File: src/rtl/uart_tx_arbiter.sv
// Two-requester arbiter in front of a UART driver: latches the winning word, pulses the start
// command, waits out the frame, then enforces an idle gap. Define UART_TX_ARBITER_RR_EN for round-robin ties.
module uart_tx_arbiter #(
  parameter int NUM_DATA_BITS = 8,
  parameter int GAP_CYCLES    = 16,
  parameter int START_TIMEOUT = 8
) (
  input  logic                     sys_clk,
  input  logic                     rst,
  input  logic                     req0_valid,
  input  logic [NUM_DATA_BITS-1:0] req0_data,
  output logic                     req0_ready,
  input  logic                     req1_valid,
  input  logic [NUM_DATA_BITS-1:0] req1_data,
  output logic                     req1_ready,
  input  logic                     drv_tx_ready,
  output logic                     drv_cmd_tx_start,
  output logic [NUM_DATA_BITS-1:0] drv_tx_data,
  output logic                     busy,
  output logic                     grant_id,
  output logic                     err_timeout
);

  localparam int GAP_W    = $clog2((GAP_CYCLES >= 2) ? GAP_CYCLES : 2);
  localparam int TO_W     = $clog2((START_TIMEOUT >= 2) ? START_TIMEOUT : 2);
  localparam int GAP_LOAD = (GAP_CYCLES > 0) ? GAP_CYCLES - 1 : 0;
  localparam int TO_LAST  = (START_TIMEOUT > 0) ? START_TIMEOUT - 1 : 0;

  typedef enum logic [2:0] {
    S_IDLE,
    S_START,
    S_WAIT_BUSY,
    S_WAIT_DONE,
    S_GAP
  } state_t;

  state_t           state_q, state_d;
  logic [TO_W-1:0]  to_cnt_q, to_cnt_d;
  logic [GAP_W-1:0] gap_cnt_q, gap_cnt_d;
  logic             win0, win1;
  logic             can_grant;
  logic             xfer0, xfer1;

  assign can_grant  = (state_q == S_IDLE) && drv_tx_ready && (gap_cnt_q == '0) && !rst;
  assign req0_ready = can_grant && win0;
  assign req1_ready = can_grant && win1;
  assign xfer0      = req0_valid && req0_ready;
  assign xfer1      = req1_valid && req1_ready;
  assign busy       = (state_q != S_IDLE);

`ifdef UART_TX_ARBITER_RR_EN
  // rr_last_q holds the id granted most recently; a tie goes to the other requester.
  logic rr_last_q;

  assign win0 = req0_valid && (!req1_valid || rr_last_q);
  assign win1 = req1_valid && (!req0_valid || !rr_last_q);

  always_ff @(posedge sys_clk) begin
    if (rst) begin
      rr_last_q <= 1'b1;
    end else if (xfer0) begin
      rr_last_q <= 1'b0;
    end else if (xfer1) begin
      rr_last_q <= 1'b1;
    end
  end
`else
  assign win0 = req0_valid;
  assign win1 = req1_valid && !req0_valid;
`endif

  always_ff @(posedge sys_clk) begin
    if (rst) begin
      state_q   <= S_IDLE;
      to_cnt_q  <= '0;
      gap_cnt_q <= '0;
    end else begin
      state_q   <= state_d;
      to_cnt_q  <= to_cnt_d;
      gap_cnt_q <= gap_cnt_d;
    end
  end

  always_ff @(posedge sys_clk) begin
    if (rst) begin
      drv_tx_data <= '0;
      grant_id    <= 1'b0;
    end else if (xfer0) begin
      drv_tx_data <= req0_data;
      grant_id    <= 1'b0;
    end else if (xfer1) begin
      drv_tx_data <= req1_data;
      grant_id    <= 1'b1;
    end
  end

  // The WAIT_DONE cycle that sees tx_ready high is the first gap cycle, so the
  // next grant lands exactly GAP_CYCLES cycles after tx_ready rises.
  always_comb begin
    state_d          = state_q;
    to_cnt_d         = to_cnt_q;
    gap_cnt_d        = gap_cnt_q;
    drv_cmd_tx_start = 1'b0;
    err_timeout      = 1'b0;
    case (state_q)
      S_IDLE: begin
        if (xfer0 || xfer1) begin
          state_d = S_START;
        end
      end
      S_START: begin
        drv_cmd_tx_start = 1'b1;
        to_cnt_d         = '0;
        state_d          = S_WAIT_BUSY;
      end
      S_WAIT_BUSY: begin
        if (!drv_tx_ready) begin
          state_d = S_WAIT_DONE;
        end else if (to_cnt_q == TO_W'(TO_LAST)) begin
          err_timeout = 1'b1;
          state_d     = S_IDLE;
        end else begin
          to_cnt_d = to_cnt_q + TO_W'(1);
        end
      end
      S_WAIT_DONE: begin
        if (drv_tx_ready) begin
          if (GAP_CYCLES <= 1) begin
            state_d = S_IDLE;
          end else begin
            gap_cnt_d = GAP_W'(GAP_LOAD);
            state_d   = S_GAP;
          end
        end
      end
      S_GAP: begin
        if (gap_cnt_q <= GAP_W'(1)) begin
          gap_cnt_d = '0;
          state_d   = S_IDLE;
        end else begin
          gap_cnt_d = gap_cnt_q - GAP_W'(1);
        end
      end
      default: begin
        state_d = S_IDLE;
      end
    endcase
  end

endmodule
File: config.mk
export PLATFORM = sky130hd
export DESIGN_NAME = uart_tx_arbiter
export DESIGN_NICKNAME = d
export VERILOG_FILES = /design/src/rtl/uart_tx_arbiter.sv
export SDC_FILE = /design/constraint.sdc
export NUM_CORES = 1
export LEC_CHECK = 0
export BUFFER_PORTS_ARGS = -buffer_cell sky130_fd_sc_hd__buf_4
export CAP_MARGIN = 10
export CORE_MARGIN = 8
export CORE_UTILIZATION = 53
export CTS_BUF_LIST = sky130_fd_sc_hd__clkbuf_16
export DETAILED_ROUTE_END_ITERATION = 6
export PLACE_DENSITY = 0.83
export SYNTH_ARGS = -nofsm -noshare
export SYNTH_HDL_FRONTEND = slang
export SYNTH_SLANG_ARGS = --single-unit
File: constraint.sdc
create_clock -name sys_clk -period 2.5 [get_ports sys_clk]
set_input_delay 0.5 -clock sys_clk [delete_from_list [all_inputs] [get_ports sys_clk]]
set_output_delay 0.5 -clock sys_clk [all_outputs]
set_load 0.03 [all_outputs]
# After elaboration in Yosys (flattened, before gate mapping)
# Index checks and enable logic that the tools add are counted.
# Widths: inputs -> output; s select.
word_totals:
  reg_bits: 19
  input_bits: 21
  out_inout_bits: 14
  wordCells: 58
op_classes:
  addsub: 2
  order_cmp: 1
  n_eq_ne: 11
  mux: 18
  reduce_logical: 21
ops:
  columns: ["op", "count"]
  rows:
  - ["$mux 3", 7]
  - ["$mux 8", 2]
  - ["$pmux 3 s5", 1]
  - ["$logic_and 1x1->1", 8]
  - ["$mux 4", 2]
  - ["$ne 2x2->1 const B", 4]
  - ["$pmux 4 s2", 1]
  - ["$eq 3x2->1 const B", 2]
  - ["$eq 3x3->1 const B", 2]
  - ["$pmux 3 s2", 1]
  - ["$reduce_bool 2->1", 3]
  - ["$le 4x1->1 const B", 1]
  - ["$logic_not 4->1", 1]
  - ["$mux 1", 4]
  - ["$reduce_and 4->1", 1]
  - ["$sub 4x1->4 const B", 1]
  - ["$add 3x1->3 const B", 1]
  - ["$eq 3x1->1 const B", 1]
  - ["$logic_not 3->1", 1]
  - ["$ne 3x3->1 const B", 1]
  - ["$reduce_and 3->1", 1]
  - ["$reduce_bool 3->1", 1]
  - ["$logic_not 1->1", 2]
  - ["$ne 2x1->1 const B", 1]
  - ["other kinds (3)", 3]

# Logic depth before layout (Yosys ltp)
# Gate-level depths: netlist of run 1.
depth:
  ltp_word: 9
  mapped_depth: 5
  depth_no_buf: 5

# Worst setup path before layout of run 1
# Ideal clock, no wire load.
synth_timing:
  path_kind: "flip-flop to output port"
  start: "register state_q[1]"
  end: "output port req1_ready"
  t_arrival_ns: 1.881
  required_ns: 2.000
  setup_slack_ns: 0.119
  path_stages_with_launch: 4
  path_buffers: 1
  path_cell_list: "dfxtp_1 > buf_6 > or3_4 > nor4_1"
synth_via:
  elab_chain_cells: 5
synth_rtl:
  columns: ["item", "line_no", "rtl"]
  rows:
  - ["from (decl)", "37", "state_t state_q, state_d;"]
  - ["from (signal assigned)", "78", "state_q <= state_d;"]
  - ["$logic_not 3->1", "44", "assign can_grant = (state_q == S_IDLE) && drv_tx_ready && (gap_cnt_q == '0) && !rst;"]
  - ["$logic_and 1x1->1 (3 in a row)", "44", null]
  - ["$logic_and 1x1->1", "46", "assign req1_ready = can_grant && win1;"]
  - ["to (decl)", "15", "output logic req1_ready,"]
# No other way between the ends.

# Worst setup path after layout of run 1
layout_timing:
  start: "register gap_cnt_q[0]"
  end: "output port req1_ready"
layout_via:
  elab_chain_cells: 4
layout_rtl:
  columns: ["item", "line_no", "rtl"]
  rows:
  - ["from (decl)", "39", "logic [GAP_W-1:0] gap_cnt_q, gap_cnt_d;"]
  - ["from (signal assigned)", "80", "gap_cnt_q <= gap_cnt_d;"]
  - ["$logic_not 4->1", "44", null]
  - ["$logic_and 1x1->1 (2 in a row)", "44", null]
  - ["$logic_and 1x1->1", "46", null]
# No other way between the ends.

==> flow_summary_export.csv, run 1 <==
group,metric,value,unit
finish,syn_to_final_growth,30.3,%
sta,setup_viol,0,
detailed_routing,routed_via_density,5.90,
cts,cts_buffer_depth,2,
sta,finalSetupTns,0,ps
detailed_routing,first_iter_violations,33,
synthesis,synthXorXnorAreaFrac,0,%
sta,fin_worst_skew,2.50,ps
global_routing,antenna_found_initial,0,
critical_path,end_kind,"output port",
synthesis,synth_top_family_by_area,"simple AND/OR/NAND/NOR gates",
power,powerDensity,669,mW/mm2
critical_path,slowest_stage,"nor4_1",
floorplanning,die_w,61.7,um
sta,slew_headroom,73.3,%
synthesis,synthAdderAreaFrac,4.52,%
global_routing,grt_pass1_vias,1006,
floorplanning,start_util,56.4,%
run,cap_violations,0,
synthesis,synthTopCellsByCount,"dfxtp_1 (19), inv_1 (13), o2bb2ai_1 (11), nor2_1 (10), a221oi_1 (7)",
sta,timing.final.crit_period,2210,ps
placed_design,dp_slack,611,ps
cts,cts_hold_buf,0,
synthesis,syn_nets,144,
outcome,status,"finished clean",
cts,postCtsSetupBuffers,0,
detailed_routing,wl_per_cell,16.4,um
finish,utilization,73.5,%
detailed_routing,routed_wl,2.91,mm
synthesis,synth.avg_cell_area,9.31,um2
global_routing,grt_pass1_wl,4.45,mm
synthesis,synth_area_leaders,"dfxtp_1 (34%), o2bb2ai_1 (8.7%), a221oi_1 (5.5%)",
synthesis,synthMuxAreaShare,1.81,%
synthesis,syn_inst,119,
synthesis,yosys.area_share.simple,28.1,%
critical_path,worstRegToRegCells,5,
synthesis,synth_edf_count,0,
synthesis,synth.largest_area_cell,"dfxtp_1",
critical_path,crit_start,"gap_cnt_q[0]",
critical_path,worstReg2RegStart,"gap_cnt_q[0]",
floorplanning,dieArea,0.00381,mm2
floorplanning,coreArea,0.00196,mm2
critical_path,path_cells,"inv_1, ha_1, nand4bb_1, nor4_1, buf_4",
critical_path,reg2reg_to,"drv_tx_data[6]",
synthesis,ys_seq_area_share,34.4,%
synthesis,synth_warnings,0,
floorplanning,die_h,61.7,um
synthesis,synth_top_area_share,34.4,%
placed_design,place.gp.congestion,0.772,
critical_path,r2r_slack,950,ps
sta,min_period_over_period,88.5,%
synthesis,synth_compound_area_share,23.8,%
global_routing,grt.overflow.total,0,
finish,final_net_count,177,
sta,rsz0062_at_grt,"false",
cts,h-tree-depth,1,
cts,root_buffer,"clkbuf_16",
hold_path,hold_class,"reg2reg",
placed_design,place_hpwl,2.08,mm
power,leakage,0.584,nW
synthesis,syn-cell-area,0.00111,mm2
global_routing,grt_usage,15.6,%
synthesis,yosysMostFrequentCell,"dfxtp_1",
critical_path,crit_arrival,1710,ps
detailed_routing,first_pass_iters,4,
placed_design,numPortBuffers,34,
power,irDropWorstVdd,437,uV
critical_path,cp_max_fo,6,
cts,cts_resized,0,
floorplanning,ios,35,
synthesis,ys_ff_latch,19,
detailed_routing,ant_nets,0,
finish,antenna_cells,0,
cts,cts_sinks,19,
detailed_routing,drc,0,
cts,clk_latency,250,ps
critical_path,start_kind,"flip-flop",
cts,numCtsBuffers,3,
finish,drive_gt1_share,31.8,%
critical_path,worstPathRequired,2000,ps
sta,tightest_slew,400,ps
critical_path,endpoint,"req1_ready",
cts,clk_pin_slew,50,ps
synthesis,async_flop_share,0,%
sta,drv_slew,0,
synthesis,synth_cell_types,37,
global_routing,grt_max_degree,25,
critical_path,setup.worst_path.class,"reg2out",
sta,hold_viol,0,
sta,fin_ws,288,ps
cts,cts_tree,"built",
critical_path,slowest_delay,340,ps
sta,timing.fmax,0.452,GHz
synthesis,synthFlopType,"dfxtp_1",
floorplanning,rows,16,
detailed_routing,routed-via-count,1050,
state kept, by name, indices dropped and copies added (netlist names):
signal and count:
state_q 3, to_cnt_q 3, drv_tx_data 8, grant_id 1
gap_cnt_q 4
cells by family after synthesis:
kind of cell             after synthesis
AND/OR/NAND/NOR                       42
flip-flops                            19
multiplexers                           2
adder cells (fa/ha/maj)                4
buffers and inverters                 19
AO/OA/AOI/OAI                         33
metal layers:
layer / vias up / wire, um / global-route usage (%)
met3: 7 / 247 / 3.91
met4: 0 / 74 / 8.12
met1: 489 / 1190 / 18.3
met5: - / 0 / 0
met2: 47 / 1400 / 25.7
li1: 507 / - / -
placed cells by master, fill, tap and decap left out, drive strengths merged, types with 3 or more instances in the layout:
master / netlist / final
nand2b: 5 / 5
inv: 13 / 14
clkbuf: 3 / 3
a211oi: 3 / 3
dfxtp: 19 / 19
a221oi: 8 / 8
o21ai: 4 / 4
nor3: 7 / 7
buf: 3 / 34
o2bb2ai: 11 / 11
nor2: 10 / 10
nor3b: 3 / 3
ha: 4 / 4
how the worst min path moves through the flow:
stage | slack [ps] | endpoint | depth (start not counted) | start
6_report | 460 | drv_tx_data[5] | 2 | drv_tx_data[5]
5_1_grt | 480 | drv_tx_data[5] | 2 | drv_tx_data[5]
4_1_cts | 470 | drv_tx_data[5] | 2 | drv_tx_data[5]
3_5_place_dp | 460 | drv_tx_data[5] | 2 | drv_tx_data[5]
3_3_place_gp | 460 | to_cnt_q[2] | 2 | to_cnt_q[2]
2_1_floorplan | 450 | to_cnt_q[1] | 2 | to_cnt_q[1]
worst max-delay path, delay by kind of cell (launching register included):
family | cells | cell delay, ps
AND/OR/NAND/NOR | 2 | 570
flip-flops | 1 | 330
buffers and inverters | 2 | 320
adder cells (fa/ha/maj) | 1 | 240
metrics by stage:
| step | cells | power [mW] | hold slack, ps | instance area, um2 |
|---|---|---|---|---|
| 5_1_grt | 178 | 1.00 | 483 | 1440 |
| 6_report | 178 | 0.965 | 463 | 1440 |
| 4_1_cts | 178 | 0.969 | 469 | 1440 |
| 3_3_place_gp | 174 | 0.634 | 456 | 1360 |
| 3_5_place_dp | 174 | 0.642 | 461 | 1360 |
| 2_1_floorplan | 119 | 0.552 | 447 | 1110 |
layout make-up:
| type | instances | area (um2) |
|---|---|---|
| Clock buffer | 3 | 75.1 |
| Timing Repair Buffer | 34 | 255 |
| Multi-Input combinational cell | 81 | 646 |
| Tap cell | 27 | 33.8 |
| Fill cell | 167 | 519 |
| Sequential cell | 19 | 380 |
| Clock inverter | 1 | 3.75 |
| Inverter | 13 | 48.8 |
power by group:
part / switching [mW] / internal, mW / total, mW
logic: 0.158 / 0.119 / 0.277
registers: 0.0320 / 0.331 / 0.363
clock network: 0.113 / 0.213 / 0.326
Note: power is estimated with default switching activity, not from simulation.
==> run 2, diff against run 1 <==
ABC_AREA = 1   (was unset)
CORE_UTILIZATION = 35   (was 53)
PLACE_DENSITY = unset   (was 0.83)
==> run 2 against run 1 <==
Total power is 24% higher. Largest power group is now combinational cells. Wire length is 3.2% lower. Setup slack better by 24 ps. Worst hold slack better by 3.0 ps. Global-route usage is 4.4 points lower. Critical path depth is 2 higher. Register-to-register slack worse by 110 ps. Design area is 2.8% higher. Final cell count is 36% higher. Die area is 39% higher.
==> flow_summary_export.csv, run 2 <==
group,metric,value,unit
finish,final_net_count,224,
detailed_routing,routed-via-count,1144,
synthesis,yosysMostFrequentCell,"nand2_1",
sta,drv_slew,0,
critical_path,start_kind,"flip-flop",
placed_design,place.gp.congestion,0.791,
global_routing,grt_pass1_wl,4.84,mm
synthesis,synth_top_area_share,33.8,%
detailed_routing,first_iter_violations,32,
critical_path,slowest_stage,"dfxtp_1",
cts,postCtsSetupBuffers,0,
global_routing,grt_max_degree,18,
synthesis,synth.avg_cell_area,6.86,um2
critical_path,cpMostUsedCell,"inv_1",
sta,hold_viol,0,
critical_path,slowest_delay,330,ps
floorplanning,die_h,72.7,um
sta,timing.final.crit_period,2190,ps
detailed_routing,wl_per_cell,11.7,um
critical_path,worstPathRequired,2000,ps
global_routing,grt_pass1_vias,1144,
power,powerDensity,807,mW/mm2
floorplanning,rows,20,
critical_path,worstReg2RegStart,"gap_cnt_q[0]",
synthesis,synth_area_leaders,"dfxtp_1 (34%), nand2_1 (12%), inv_1 (11%)",
floorplanning,dieArea,0.00528,mm2
sta,rsz0062_at_grt,"false",
placed_design,place_hpwl,2.29,mm
sta,min_period_over_period,87.5,%
synthesis,async_flop_share,0,%
finish,fillers,325,
finish,regMostFlops,"drv_tx_data",
cts,clk_pin_slew,50,ps
detailed_routing,routed_wl,2.82,mm
critical_path,path_cells,"inv_1, ha_1, nand2_1, nor2_4, nand3_4, inv_1, buf_4",
critical_path,worst_path_dominant_cell_family,"simple AND/OR/NAND/NOR gates",
outcome,status,"finished clean",
cts,cts_sinks,19,
power,irDropWorstVdd,282,uV
synthesis,ys_ff_latch,19,
critical_path,crit_start,"gap_cnt_q[0]",
sta,slew_headroom,71.0,%
cts,numCtsBuffers,3,
global_routing,antenna_found_initial,0,
finish,antenna_cells,0,
sta,tightest_slew,430,ps
placed_design,numPortBuffers,34,
cts,h-tree-depth,1,
critical_path,cp_max_fo,11,
finish,largestRegisters,"drv_tx_data (8), gap_cnt_q (4)",
hold_path,hold_class,"reg2reg",
power,power,1.20,mW
critical_path,cp_num_cells,7,
cts,root_buffer,"clkbuf_16",
power,leakage,0.758,nW
power,p_sw,0.466,mW
cts,cts_hold_buf,0,
cts,cts_buffer_depth,2,
critical_path,r2r_slack,840,ps
floorplanning,ios,35,
power,internal_power,0.731,mW
finish,drive_gt1_share,23.7,%
power,netSwitchingFraction,38.9,%
detailed_routing,routed_via_density,4.73,
cts,cts_tree,"built",
critical_path,endpoint,"req0_ready",
synthesis,synth_edf_count,0,
power,p_seq_share,31.4,%
global_routing,grt.overflow.total,0,
critical_path,crit_arrival,1690,ps
synthesis,syn_inst,164,
detailed_routing,first_pass_iters,4,
synthesis,synth.largest_area_cell,"dfxtp_1",
run,cap_violations,0,
critical_path,setup.worst_path.class,"reg2out",
sta,setup_viol,0,
critical_path,worstRegToRegCells,8,
floorplanning,start_util,36.8,%
synthesis,syn_nets,189,
cts,cts_resized,0,
detailed_routing,drc,0,
sta,finalSetupTns,0,ps
power,clkPwrFrac,27.3,%
synthesis,synth_cell_types,24,
power,p_comb_share,41.3,%
synthesis,syn-cell-area,0.00112,mm2
finish,syn_to_final_growth,31.8,%
finish,mostFrequentLayoutCells,"inv_1 (35), nand2_1 (35), buf_4 (35), a21oi_1 (20), dfxtp_1 (19)",
global_routing,grt_usage,11.2,%
critical_path,timing.critical_path.buf_inv,3,
critical_path,end_kind,"output port",
detailed_routing,ant_nets,0,
finish,largest_register_ffs,8,
sta,timing.fmax,0.457,GHz
critical_path,reg2reg_to,"drv_tx_data[3]",
sta,fin_worst_skew,1.22,ps
synthesis,synth_warnings,0,
cts,clk_latency,250,ps
floorplanning,coreArea,0.00305,mm2
floorplanning,die_w,72.7,um
synthesis,synthTopCellsByCount,"nand2_1 (35), inv_1 (34), a21oi_1 (20), dfxtp_1 (19), nand3_1 (12)",
synthesis,ys_seq_area_share,33.8,%
synthesis,synthFlopType,"dfxtp_1",
-- run 2: area by class of cell --
class                           instances  area [um2]  share of cell area [%]
Sequential cell                        19         380                    25.7
Clock buffer                            3        75.1                    5.06
Inverter                               35         134                    9.03
Tap cell                               44        55.1                    3.71
Clock inverter                          1        3.75                   0.253
Timing Repair Buffer                   35         263                    17.7
Multi-Input combinational cell        105         572                    38.6
-- run 2: cells by family after synthesis --
family	synth area share (%)
XOR/XNOR	0.779
flip-flops	33.8
adder cells (fa/ha/maj)	4.45
AO/OA/AOI/OAI	13.7
buffers and inverters	15.3
AND/OR/NAND/NOR	31.9
-- run 2: per-stage QoR --
step	setup slack, ps	hold WS (ps)	cell area (um2)	cells	utilization, %
floorplan	667	440	1120	164	-
global route	170	491	1480	242	48.6
finish	312	466	1480	242	48.6
global placement	491	457	1400	238	46.0
CTS	315	468	1480	242	48.6
detailed placement	468	459	1400	238	46.0
-- run 2: how the worst min path moves through the flow --
stage                         from              to  slack (ps)  depth (start not counted)
finish              drv_tx_data[7]  drv_tx_data[7]         470                          2
global route        drv_tx_data[0]  drv_tx_data[0]         490                          2
CTS                    to_cnt_q[2]     to_cnt_q[2]         470                          2
detailed placement     to_cnt_q[2]     to_cnt_q[2]         460                          2
global placement       to_cnt_q[2]     to_cnt_q[2]         460                          2
floorplan              to_cnt_q[2]     to_cnt_q[2]         440                          2
-- run 2: worst min-delay path, stage by stage (launching register included) --
cell and delay, ps:
dfxtp_1 310, nand2_1 60, a21oi_1 50
-- run 2: layer usage --
layer	global-route usage, %	wire [um]	vias up
li1	-	-	589
met1	12.5	1250	518
met2	19.0	1360	33
met3	4.12	183	4
met4	4.00	34	0
met5	0	0	-
-- run 2: power by group through the flow --
stage | Combinational [mW] | Sequential [mW] | Clock, mW
CTS | 0.499 | 0.376 | 0.332
floorplan | 0.320 | 0.411 | 0
global route | 0.546 | 0.383 | 0.354
finish | 0.494 | 0.375 | 0.327
global placement | 0.490 | 0.380 | 0
detailed placement | 0.498 | 0.382 | 0
==> run 3, diff against run 2 <==
GPL_TIMING_DRIVEN = 0   (was unset)
==> run 3 against run 2 <==
First-iteration DRC count increased by 38%. Critical path type unchanged. Via count about the same. Critical path depth increased by 1. Clock skew increased by 1.2 ps. Final cell count increased by 1.2%. Register-to-register slack improved by 40 ps. Global-route usage increased by 0.30 points. Total power increased by 0.91%.
==> flow_summary_export.csv, run 3 (same netlist as run 2, synthesis figures left out) <==
group,metric,value,unit
outcome,status,"finished clean",
run,cap_violations,0,
global_routing,grt.overflow.total,0,
cts,numCtsBuffers,3,
placed_design,place.gp.congestion,0.815,
sta,rsz0062_at_grt,"false",
sta,timing.final.crit_period,2200,ps
floorplanning,rows,20,
critical_path,r2r_slack,880,ps
cts,postCtsSetupBuffers,0,
finish,syn_to_final_growth,33.9,%
power,leakage,0.771,nW
sta,fin_worst_skew,2.37,ps
finish,regMostFlops,"drv_tx_data",
power,powerDensity,801,mW/mm2
critical_path,worstRegToRegCells,8,
global_routing,grt_max_degree,11,
finish,largestRegisters,"drv_tx_data (8), gap_cnt_q (4)",
detailed_routing,wl_per_cell,11.9,um
floorplanning,start_util,36.8,%
detailed_routing,drc,0,
detailed_routing,first_pass_iters,4,
critical_path,worstPathRequired,2000,ps
finish,utilization,49.3,%
detailed_routing,routed_via_density,4.67,
floorplanning,coreArea,0.00305,mm2
hold_path,hold_path.startpoint,"rst",
global_routing,antenna_found_initial,0,
sta,finalSetupTns,0,ps
critical_path,worstReg2RegStart,"gap_cnt_q[0]",
critical_path,reg2reg_to,"state_q[0]",
cts,root_buffer,"clkbuf_16",
critical_path,start_kind,"flip-flop",
global_routing,grt_usage,11.5,%
sta,tightest_slew,491,ps
cts,h-tree-depth,1,
finish,mostFrequentLayoutCells,"inv_1 (35), nand2_1 (35), buf_4 (34), a21oi_1 (20), dfxtp_1 (19)",
hold_path,hold-path-endpoint,"drv_tx_data[5]",
hold_path,hold_class,"in2reg",
sta,min_period_over_period,87.9,%
detailed_routing,routed_wl,2.93,mm
floorplanning,ios,35,
finish,antenna_cells,0,
floorplanning,die_h,72.7,um
sta,fin_ws,303,ps
cts,cts_resized,0,
global_routing,grt_pass1_vias,1125,
cts,cts_hold_buf,0,
sta,setup_viol,0,
finish,drive_gt1_share,24.4,%
detailed_routing,ant_nets,0,
placed_design,dp_slack,589,ps
finish,largest_register_ffs,8,
critical_path,cp_max_fo,10,
cts,cts_sinks,19,
cts,clk_latency,250,ps
placed_design,place_hpwl,2.28,mm
placed_design,numPortBuffers,33,
critical_path,end_kind,"output port",
hold_path,min_path_cells,2,
detailed_routing,routed-via-count,1143,
sta,timing.fmax,0.455,GHz
cts,clk_pin_slew,50,ps
power,power,1.21,mW
floorplanning,dieArea,0.00528,mm2
cts,cts_tree,"built",
sta,slew_headroom,67.3,%
detailed_routing,first_iter_violations,44,
cts,cts_buffer_depth,2,
sta,hold_viol,0,
finish,final_net_count,227,
sta,worst_hold_slack,451,ps
global_routing,grt_pass1_wl,5.01,mm
critical_path,crit_arrival,1700,ps
sta,drv_slew,0,
critical_path,setup.worst_path.class,"reg2out",
power,irDropWorstVdd,380,uV
floorplanning,die_w,72.7,um
run 3: where the power goes:
part	switching [mW]	internal (mW)	leakage, nW
Combinational	0.325	0.181	0.574
Sequential	0.0335	0.342	0.154
Clock	0.113	0.213	0.0423
Total	0.472	0.736	0.771
run 3: worst max-delay path by stage:
stage | start | endpoint | cells past startpoint
floorplan | rst | req0_ready | 7
global placement | rst | req0_ready | 8
detailed placement | rst | req0_ready | 8
CTS | gap_cnt_q[0] | req0_ready | 8
global route | gap_cnt_q[0] | req0_ready | 8
finish | gap_cnt_q[0] | req0_ready | 8
run 3: layer usage:
layer  GRT usage (%)  vias up  routed length [um]
met1            14.0      516                1330
met5               0        -                   0
li1                -      598                   -
met4            3.33        0                  14
met3            4.26        2                 199
met2            18.3       27                1380
run 3: layout make-up:
type | instances | area, um2
timing repair buffer | 33 | 248
fill | 320 | 1550
inverter | 35 | 134
sequential | 19 | 380
multi-input combinational | 105 | 572
tap | 44 | 55.1
clock buffer | 3 | 75.1
buffer | 5 | 38.8
clock inverter | 1 | 3.75
run 3: worst max-delay path, cell delays in order, from the launching register on:
cell	delay (ps)
dfxtp_1	320
inv_1	90
ha_1	210
nand2_1	130
nor2_4	160
buf_6	160
nand3_4	130
inv_1	90
buf_4	150
run 3: metrics by stage:
step	instances	instance area, um2
3_5_place_dp	241	1430
3_3_place_gp	241	1430
4_1_cts	245	1510
5_1_grt	245	1510
6_report	245	1510
2_1_floorplan	164	1120
